`src/rtl/cpu_isa_pkg.sv`:
```
// Shared CPU ISA definitions: opcodes, field widths and the loader FSM state type.
// Imported by the instruction loader, its packer and the CPU decoder.
package cpu_isa_pkg;

  localparam int OP_W    = 4;
  localparam int REG_W   = 4;
  localparam int IMM_W   = 8;
  localparam int INSTR_W = 16;

  typedef enum logic [OP_W-1:0] {
    OP_ADD = 4'h0,
    OP_SUB = 4'h1,
    OP_BEQ = 4'h2,
    OP_BGT = 4'h3,
    OP_BLT = 4'h4,
    OP_B   = 4'h5,
    OP_MOV = 4'h6,
    OP_LDR = 4'h7,
    OP_LSL = 4'h8,
    OP_STR = 4'h9,
    OP_NEG = 4'hA
  } opcode_e;

  typedef enum logic [1:0] {
    LD_IDLE,
    LD_ACCEPT,
    LD_WRITE,
    LD_DONE
  } loader_state_e;

endpackage

```
`src/rtl/instr_encoder_loader_if.sv`:
```
// Field-bundle handshake plus instruction-memory write port of the loader.
interface instr_encoder_loader_if
  import cpu_isa_pkg::*;
#(
  parameter int ADDR_W = 8
) ();

  logic               in_valid;
  logic               in_ready;
  logic [OP_W-1:0]    in_op;
  logic [REG_W-1:0]   in_rd;
  logic [REG_W-1:0]   in_rs1;
  logic [REG_W-1:0]   in_rs2;
  logic [IMM_W-1:0]   in_imm;
  logic               mem_we;
  logic [ADDR_W-1:0]  mem_addr;
  logic [INSTR_W-1:0] mem_wdata;

  modport slave (
    input  in_valid, in_op, in_rd, in_rs1, in_rs2, in_imm,
    output in_ready, mem_we, mem_addr, mem_wdata
  );

  modport master (
    output in_valid, in_op, in_rd, in_rs1, in_rs2, in_imm,
    input  in_ready, mem_we, mem_addr, mem_wdata
  );

endinterface

```
`src/rtl/instr_packer.sv`:
```
// Combinational encoder: symbolic instruction fields to a 16-bit word plus legality flag.
module instr_packer
  import cpu_isa_pkg::*;
(
  input  logic [OP_W-1:0]    op,
  input  logic [REG_W-1:0]   rd,
  input  logic [REG_W-1:0]   rs1,
  input  logic [REG_W-1:0]   rs2,
  input  logic [IMM_W-1:0]   imm,
  output logic [INSTR_W-1:0] word,
  output logic               legal
);

  always_comb begin
    word  = '0;
    legal = 1'b1;
    case (op)
      OP_ADD, OP_SUB:               word = {op, rd, rs1, rs2};
      OP_NEG:                       word = {op, rd, 4'h0, rs2};
      OP_BEQ, OP_BGT, OP_BLT, OP_B: word = {op, imm, 4'h0};
      OP_MOV, OP_LSL:               word = {op, rd, imm};
      // Load/store offsets are only 4 bits wide; imm[7:4] is dropped.
      OP_LDR, OP_STR:               word = {op, rd, rs1, imm[3:0]};
      default:                      legal = 1'b0;
    endcase
  end

endmodule

```
`src/rtl/instr_encoder_loader.sv`:
```
// Packs field bundles into instruction words and writes them sequentially from address 0.
// Optional INSTR_LOADER_CHECKSUM_EN adds a running XOR of all written words.
module instr_encoder_loader
  import cpu_isa_pkg::*;
#(
  parameter int ADDR_W = 8,
  parameter int DEPTH  = 256
) (
  input  logic                clk,
  input  logic                reset,
  input  logic                start,
  input  logic                finish,
  instr_encoder_loader_if.slave bus,
  output logic                busy,
  output logic                done,
  output logic                err_illegal,
  output logic                overflow,
  output logic [ADDR_W:0]     word_count
`ifdef INSTR_LOADER_CHECKSUM_EN
  ,
  output logic [INSTR_W-1:0]  checksum
`endif
);

  localparam logic [ADDR_W:0] DEPTH_L = (ADDR_W+1)'(DEPTH);
  localparam logic [ADDR_W:0] ONE_L   = (ADDR_W+1)'(1);

  loader_state_e      state;
  logic [ADDR_W:0]    cnt;
  logic               fin_pend;
  logic               we_p1;
  logic [ADDR_W-1:0]  addr_p1;
  logic [INSTR_W-1:0] wdata_p1;
  logic [INSTR_W-1:0] pk_word;
  logic               pk_legal;
  logic               take;
`ifdef INSTR_LOADER_CHECKSUM_EN
  logic [INSTR_W-1:0] sum_r;
`endif

  instr_packer u_packer (
    .op    (bus.in_op),
    .rd    (bus.in_rd),
    .rs1   (bus.in_rs1),
    .rs2   (bus.in_rs2),
    .imm   (bus.in_imm),
    .word  (pk_word),
    .legal (pk_legal)
  );

  assign take = (state == LD_ACCEPT) && bus.in_valid;

  // Stage p0 -> p1: handshake registers the packed word; WRITE cycle presents it.
  always_ff @(posedge clk) begin
    if (reset) begin
      state       <= LD_IDLE;
      cnt         <= '0;
      fin_pend    <= 1'b0;
      we_p1       <= 1'b0;
      addr_p1     <= '0;
      wdata_p1    <= '0;
      err_illegal <= 1'b0;
      overflow    <= 1'b0;
`ifdef INSTR_LOADER_CHECKSUM_EN
      sum_r       <= '0;
`endif
    end else begin
      we_p1    <= 1'b0;
      wdata_p1 <= '0;
      case (state)
        LD_IDLE, LD_DONE: begin
          if (start) begin
            state       <= LD_ACCEPT;
            cnt         <= '0;
            fin_pend    <= 1'b0;
            addr_p1     <= '0;
            err_illegal <= 1'b0;
            overflow    <= 1'b0;
`ifdef INSTR_LOADER_CHECKSUM_EN
            sum_r       <= '0;
`endif
          end
        end
        LD_ACCEPT: begin
          if (take) begin
            if (cnt == DEPTH_L) begin
              overflow <= 1'b1;
              state    <= LD_DONE;
            end else begin
              state    <= LD_WRITE;
              fin_pend <= finish;
              if (pk_legal) begin
                we_p1    <= 1'b1;
                addr_p1  <= cnt[ADDR_W-1:0];
                wdata_p1 <= pk_word;
`ifdef INSTR_LOADER_CHECKSUM_EN
                sum_r    <= sum_r ^ pk_word;
`endif
              end else begin
                err_illegal <= 1'b1;
              end
            end
          end else if (finish) begin
            state <= LD_DONE;
          end
        end
        LD_WRITE: begin
          // Illegal bundles pass through WRITE without advancing the address.
          if (we_p1) cnt <= cnt + ONE_L;
          fin_pend <= 1'b0;
          state    <= (fin_pend || finish) ? LD_DONE : LD_ACCEPT;
        end
        default: state <= LD_IDLE;
      endcase
    end
  end

  // Reset suppresses a pending write strobe in the very cycle it is raised.
  assign bus.mem_we    = we_p1 && !reset;
  assign bus.mem_addr  = addr_p1;
  assign bus.mem_wdata = wdata_p1;
  assign bus.in_ready  = (state == LD_ACCEPT);
  assign busy          = (state == LD_ACCEPT) || (state == LD_WRITE);
  assign done          = (state == LD_DONE);
  assign word_count    = cnt;
`ifdef INSTR_LOADER_CHECKSUM_EN
  assign checksum      = sum_r;
`endif

endmodule
```
`src/flat_wrapper.sv`:
```
// flat-port wrapper written by rule: the top's interface ports become plain ports
module instr_encoder_loader_flat import cpu_isa_pkg::*;
#(
  parameter int ADDR_W = 8,
  parameter int DEPTH  = 256
)
  (clk, reset, start, finish, busy, done, err_illegal, overflow, word_count, bus_in_valid, bus_in_op, bus_in_rd, bus_in_rs1, bus_in_rs2, bus_in_imm, bus_in_ready, bus_mem_we, bus_mem_addr, bus_mem_wdata);
  instr_encoder_loader_if #(.ADDR_W(ADDR_W)) bus_i ();
  input  logic clk;
  input  logic reset;
  input  logic start;
  input  logic finish;
  output logic busy;
  output logic done;
  output logic err_illegal;
  output logic overflow;
  output logic [ADDR_W:0] word_count;
  input wire logic [$bits(bus_i.in_valid)-1:0] bus_in_valid;
  input wire logic [$bits(bus_i.in_op)-1:0] bus_in_op;
  input wire logic [$bits(bus_i.in_rd)-1:0] bus_in_rd;
  input wire logic [$bits(bus_i.in_rs1)-1:0] bus_in_rs1;
  input wire logic [$bits(bus_i.in_rs2)-1:0] bus_in_rs2;
  input wire logic [$bits(bus_i.in_imm)-1:0] bus_in_imm;
  output wire logic [$bits(bus_i.in_ready)-1:0] bus_in_ready;
  output wire logic [$bits(bus_i.mem_we)-1:0] bus_mem_we;
  output wire logic [$bits(bus_i.mem_addr)-1:0] bus_mem_addr;
  output wire logic [$bits(bus_i.mem_wdata)-1:0] bus_mem_wdata;
  assign bus_i.in_valid = bus_in_valid;
  assign bus_i.in_op = bus_in_op;
  assign bus_i.in_rd = bus_in_rd;
  assign bus_i.in_rs1 = bus_in_rs1;
  assign bus_i.in_rs2 = bus_in_rs2;
  assign bus_i.in_imm = bus_in_imm;
  assign bus_in_ready = bus_i.in_ready;
  assign bus_mem_we = bus_i.mem_we;
  assign bus_mem_addr = bus_i.mem_addr;
  assign bus_mem_wdata = bus_i.mem_wdata;
  instr_encoder_loader #(.ADDR_W(ADDR_W), .DEPTH(DEPTH)) u_core (.clk(clk), .reset(reset), .start(start), .finish(finish), .bus(bus_i), .busy(busy), .done(done), .err_illegal(err_illegal), .overflow(overflow), .word_count(word_count));
endmodule
```
`config.mk`:
```
export PLATFORM = sky130hd
export DESIGN_NAME = instr_encoder_loader_flat
export DESIGN_NICKNAME = d
export VERILOG_FILES = /design/src/rtl/cpu_isa_pkg.sv /design/src/rtl/instr_encoder_loader_if.sv /design/src/rtl/instr_packer.sv /design/src/rtl/instr_encoder_loader.sv /design/src/flat_wrapper.sv
export SDC_FILE = /design/constraint.sdc
export NUM_CORES = 1
export LEC_CHECK = 0
export CAP_MARGIN = 40
export CELL_PAD_IN_SITES_DETAIL_PLACEMENT = 1
export CELL_PAD_IN_SITES_GLOBAL_PLACEMENT = 2
export CORE_MARGIN = 5
export CORE_UTILIZATION = 26
export CTS_CLUSTER_DIAMETER = 120
export DETAILED_ROUTE_END_ITERATION = 6
export PLACE_DENSITY = 0.9
export REMOVE_ABC_BUFFERS = 1
export SLEW_MARGIN = 30
export SYNTH_ARGS = -nofsm -noshare
export SYNTH_HDL_FRONTEND = slang
export SYNTH_SLANG_ARGS = --single-unit
export TNS_END_PERCENT = 100
```
`constraint.sdc`:
```
create_clock -name clk -period 2.8 [get_ports clk]
set_clock_uncertainty 0.15 [all_clocks]
set_input_delay 0.42 -clock clk [delete_from_list [all_inputs] [get_ports clk]]
set_output_delay 0.42 -clock clk [all_outputs]
set_load 0.03 [all_outputs]
```
==> impl_metrics.env <==
export IMPL_drc=0
export IMPL_drive_gt1_share_pct=9.187
export IMPL_hpwl_mm=4.625
export IMPL_p_comb_share_pct=36.6
export IMPL_antenna_cells=0
export IMPL_outcome="finished clean"
export IMPL_grt_pass1_vias=1947
export IMPL_dieWidth_um=95.50
export IMPL_vias=1863
export IMPL_htree_levels=2
export IMPL_cts_hold_buf=0
export IMPL_postSynthCellCount=209
export IMPL_p_sw_w=0.0005791
export IMPL_core_sq_mm=0.007176
export IMPL_portBuffers=67
export IMPL_cap_violations=0
export IMPL_worst_setup_path_type="register to output pin"
export IMPL_max_freq_mhz=409.0
export IMPL_worstPathArrival_ns=1.87
export IMPL_yosys_most_used_dff="dfxtp_1"
export IMPL_ys_types=48
export IMPL_cts_buffers=5
export IMPL_power_density_mw_per_mm2=585.7
export IMPL_gp_congestion=0.8125
export IMPL_cts_buffer_depth=2
export IMPL_grt_util_all_layers_pct=13.41
export IMPL_startpoint_type="register"
export IMPL_total_power_w=0.001639
export IMPL_antenna_found_initial=0
export IMPL_path_clk_slew_ns=0.08
export IMPL_min_path_type="register to register"
export IMPL_syn_avg_cell_area_sq_um=9.094
export IMPL_grt_pass1_wl_mm=9.639
export IMPL_p_leak_nw=0.9816
export IMPL_area_growth_pct=47.20
export IMPL_cts_setup_buffers=0
export IMPL_via_per_inst=4.877
export IMPL_postPlaceCellArea_sq_mm=0.002698
export IMPL_timing_rr_start="u_core.state[0]"
export IMPL_async_flop_share_pct=0
export IMPL_irDropWorstVdd_mv=0.1798
export IMPL_seq_power_share_pct=37.7
export IMPL_final_nets=316
export IMPL_reg2reg_depth=7
export IMPL_slew_headroom_pct=66.60
export IMPL_cts_root_buf="clkbuf_8"
export IMPL_clk_latency_ns=0.30
export IMPL_cp_max_fo=9
export IMPL_pwr_share_clk_pct=25.8
export IMPL_row_count=31
export IMPL_cts_resized=0
export IMPL_rsz0062_at_grt="false"
export IMPL_wl_met1_mm=2.425
export IMPL_end_kind="output pin"
export IMPL_dr_max_layer_used="met4"
export IMPL_cts_tree="yes"
export IMPL_cp_startpoint="u_core.state[0]"
export IMPL_rrSetupSlack_ns=0.59
export IMPL_yosysSeqAreaShare_pct=41.08
export IMPL_start_util_pct=26.49
export IMPL_ys_ff_latch=39
export IMPL_wl_per_cell_um=15.36
export IMPL_switching_share_pct=35.34
export IMPL_min_period_over_period_pct=87.32
export IMPL_multi_input_area_sq_mm=0.001027
export IMPL_final_max_slew_viol_count=0
export IMPL_fin_tns_setup_ns=0
export IMPL_regArea_sq_um=780.7
export IMPL_fin_crit_ns=2.445
export IMPL_synth_edf_count=0
export IMPL_wl_met2_mm=2.855
export IMPL_grt_max_degree=19
export IMPL_die_h_um=95.50
export IMPL_fin_area_sq_mm=0.002798
export IMPL_yosysWarnings=0
export IMPL_drtIter0Drc=50
export IMPL_route_met3_wl_um=487
export IMPL_ioPinCount=68
export IMPL_grt_overflow_total=0
export IMPL_hold_viol_final=0
export IMPL_cts_sinks=39
export IMPL_synthesis_area_sq_mm=0.001901
export IMPL_r2r_end="u_core.bus.mem_addr[5]"
export IMPL_crit_path_end="busy"
export IMPL_setup_violations=0
export IMPL_final_antenna_net_count=0
export IMPL_wirelength_mm=5.866
export IMPL_intPower_w=0.001060
export IMPL_fillerInstances=848
export IMPL_crit_required_ns=2.23
export IMPL_fp_dieArea_sq_mm=0.009119
export IMPL_worst_slew_pin_slew_ns=0.4980
export IMPL_first_pass_iters=4
## layout by cell type (no fill, tap or decap), types with 2 or more instances in the layout
master	Yosys	routed
xor2_1	2	2
nand3_1	4	4
a22oi_1	8	8
nand2_1	17	17
clkdlybuf4s50_1	0	67
a22o_1	8	8
or3_1	3	3
nor2b_1	5	5
a311o_1	4	4
ha_1	5	5
nor2_1	18	18
a21oi_1	19	19
buf_4	1	8
dfxtp_1	39	39
nand2b_1	7	7
nand4_1	2	2
xnor2_1	4	4
nor4_1	2	2
o21ai_0	11	11
clkbuf_8	0	7
a21o_1	2	2
a211oi_1	3	3
inv_1	8	8
mux2_2	2	2
a31oi_1	2	2
nor3_1	3	3
## through the flow
step	hold slack [ns]	std cells	worst slack (ns)	utilization, %
final	0.3280	382	0.3550	38.99
after global routing	0.3462	382	0.2425	38.99
after CTS	0.3353	382	0.3294	38.99
after detailed placement	0.3172	374	0.4017	37.59
after global placement	0.3137	373	0.3098	37.52
after floorplan	0.3066	199	0.7433	-
## synthesized netlist by cell type (2+ instances only)
library cell / instances / share of area [%]
dfxtp_1: 39 / 41
a21oi_1: 19 / 5.0
nor2_1: 18 / 3.6
nand2_1: 17 / 3.4
o21ai_0: 11 / 2.9
a22o_1: 8 / 3.7
a22oi_1: 8 / 3.2
inv_1: 8 / 1.6
nand2b_1: 7 / 2.3
buf_2: 5 / 1.3
ha_1: 5 / 3.3
nor2b_1: 5 / 1.6
a311o_1: 4 / 2.1
nand3_1: 4 / 1.1
xnor2_1: 4 / 1.8
a211oi_1: 3 / 1.2
nor3_1: 3 / 0.79
or3_1: 3 / 0.99
a21o_1: 2 / 0.79
a31oi_1: 2 / 0.66
buf_6: 2 / 1.2
clkbuf_1: 2 / 0.40
mux2_2: 2 / 1.2
nand4_1: 2 / 0.66
nor4_1: 2 / 0.66
xor2_1: 2 / 0.92
## power groups by stage
stage	registers, W	clock network, W	logic, W
finish	0.000617	0.000422	0.000599
global route	0.000623	0.000464	0.000649
CTS	0.000619	0.000437	0.000602
detailed placement	0.000632	0	0.000598
global placement	0.000631	0	0.000585
floorplan	0.000663	0	0.000327
## routing by layer
| layer | vias up | GRT usage (%) |
|---|---|---|
| met5 | - | 0 |
| met4 | 0 | 3.673 |
| li1 | 905 | - |
| met2 | 64 | 23.79 |
| met1 | 882 | 15.32 |
| met3 | 12 | 4.499 |
## sequential cells by signal, summed over array words and instances (netlist names)
register	flops
u_core.bus.mem_addr	8
u_core.bus.mem_wdata	16
u_core.err_illegal	1
u_core.fin_pend	1
u_core.overflow	1
u_core.state	2
u_core.we_p1	1
u_core.word_count	9
## how the worst min path moves through the flow
stage                           startpoint                endpoint  slack (ns)  depth (start not counted)
detailed placement  u_core.bus.mem_addr[6]  u_core.bus.mem_addr[6]        0.32                          1
CTS                 u_core.bus.mem_addr[6]  u_core.bus.mem_addr[6]        0.34                          1
floorplan                  u_core.fin_pend         u_core.fin_pend        0.31                          2
global placement    u_core.bus.mem_addr[5]  u_core.bus.mem_addr[5]        0.31                          1
global route        u_core.bus.mem_addr[3]  u_core.bus.mem_addr[3]        0.35                          1
finish              u_core.bus.mem_addr[6]  u_core.bus.mem_addr[6]        0.33                          1
## cells by family after synthesis
kind of cell / count (synthesis) / synth area share [%]
compound gates: 67 / 26.27
simple gates: 71 / 20.01
mux: 3 / 1.712
buf+inv: 18 / 4.872
xor+xnor: 6 / 2.765
fa+ha+maj: 5 / 3.292
flops: 39 / 41.08
## final cells by class
type	count	area share (%)
Multi-Input combinational cell	152	36.72
Sequential cell	39	27.91
Timing Repair Buffer	76	26.30
Tap cell	99	4.428
Clock buffer	8	3.578
Inverter	8	1.073
## worst max-delay path, stage by stage (launching register included)
cell and delay [ns]:
dfxtp_1 0.36, inv_1 0.06, ha_1 0.39, inv_1 0.09, clkdlybuf4s50_1 0.68
No activity file was read; power rests on OpenSTA's default activity.
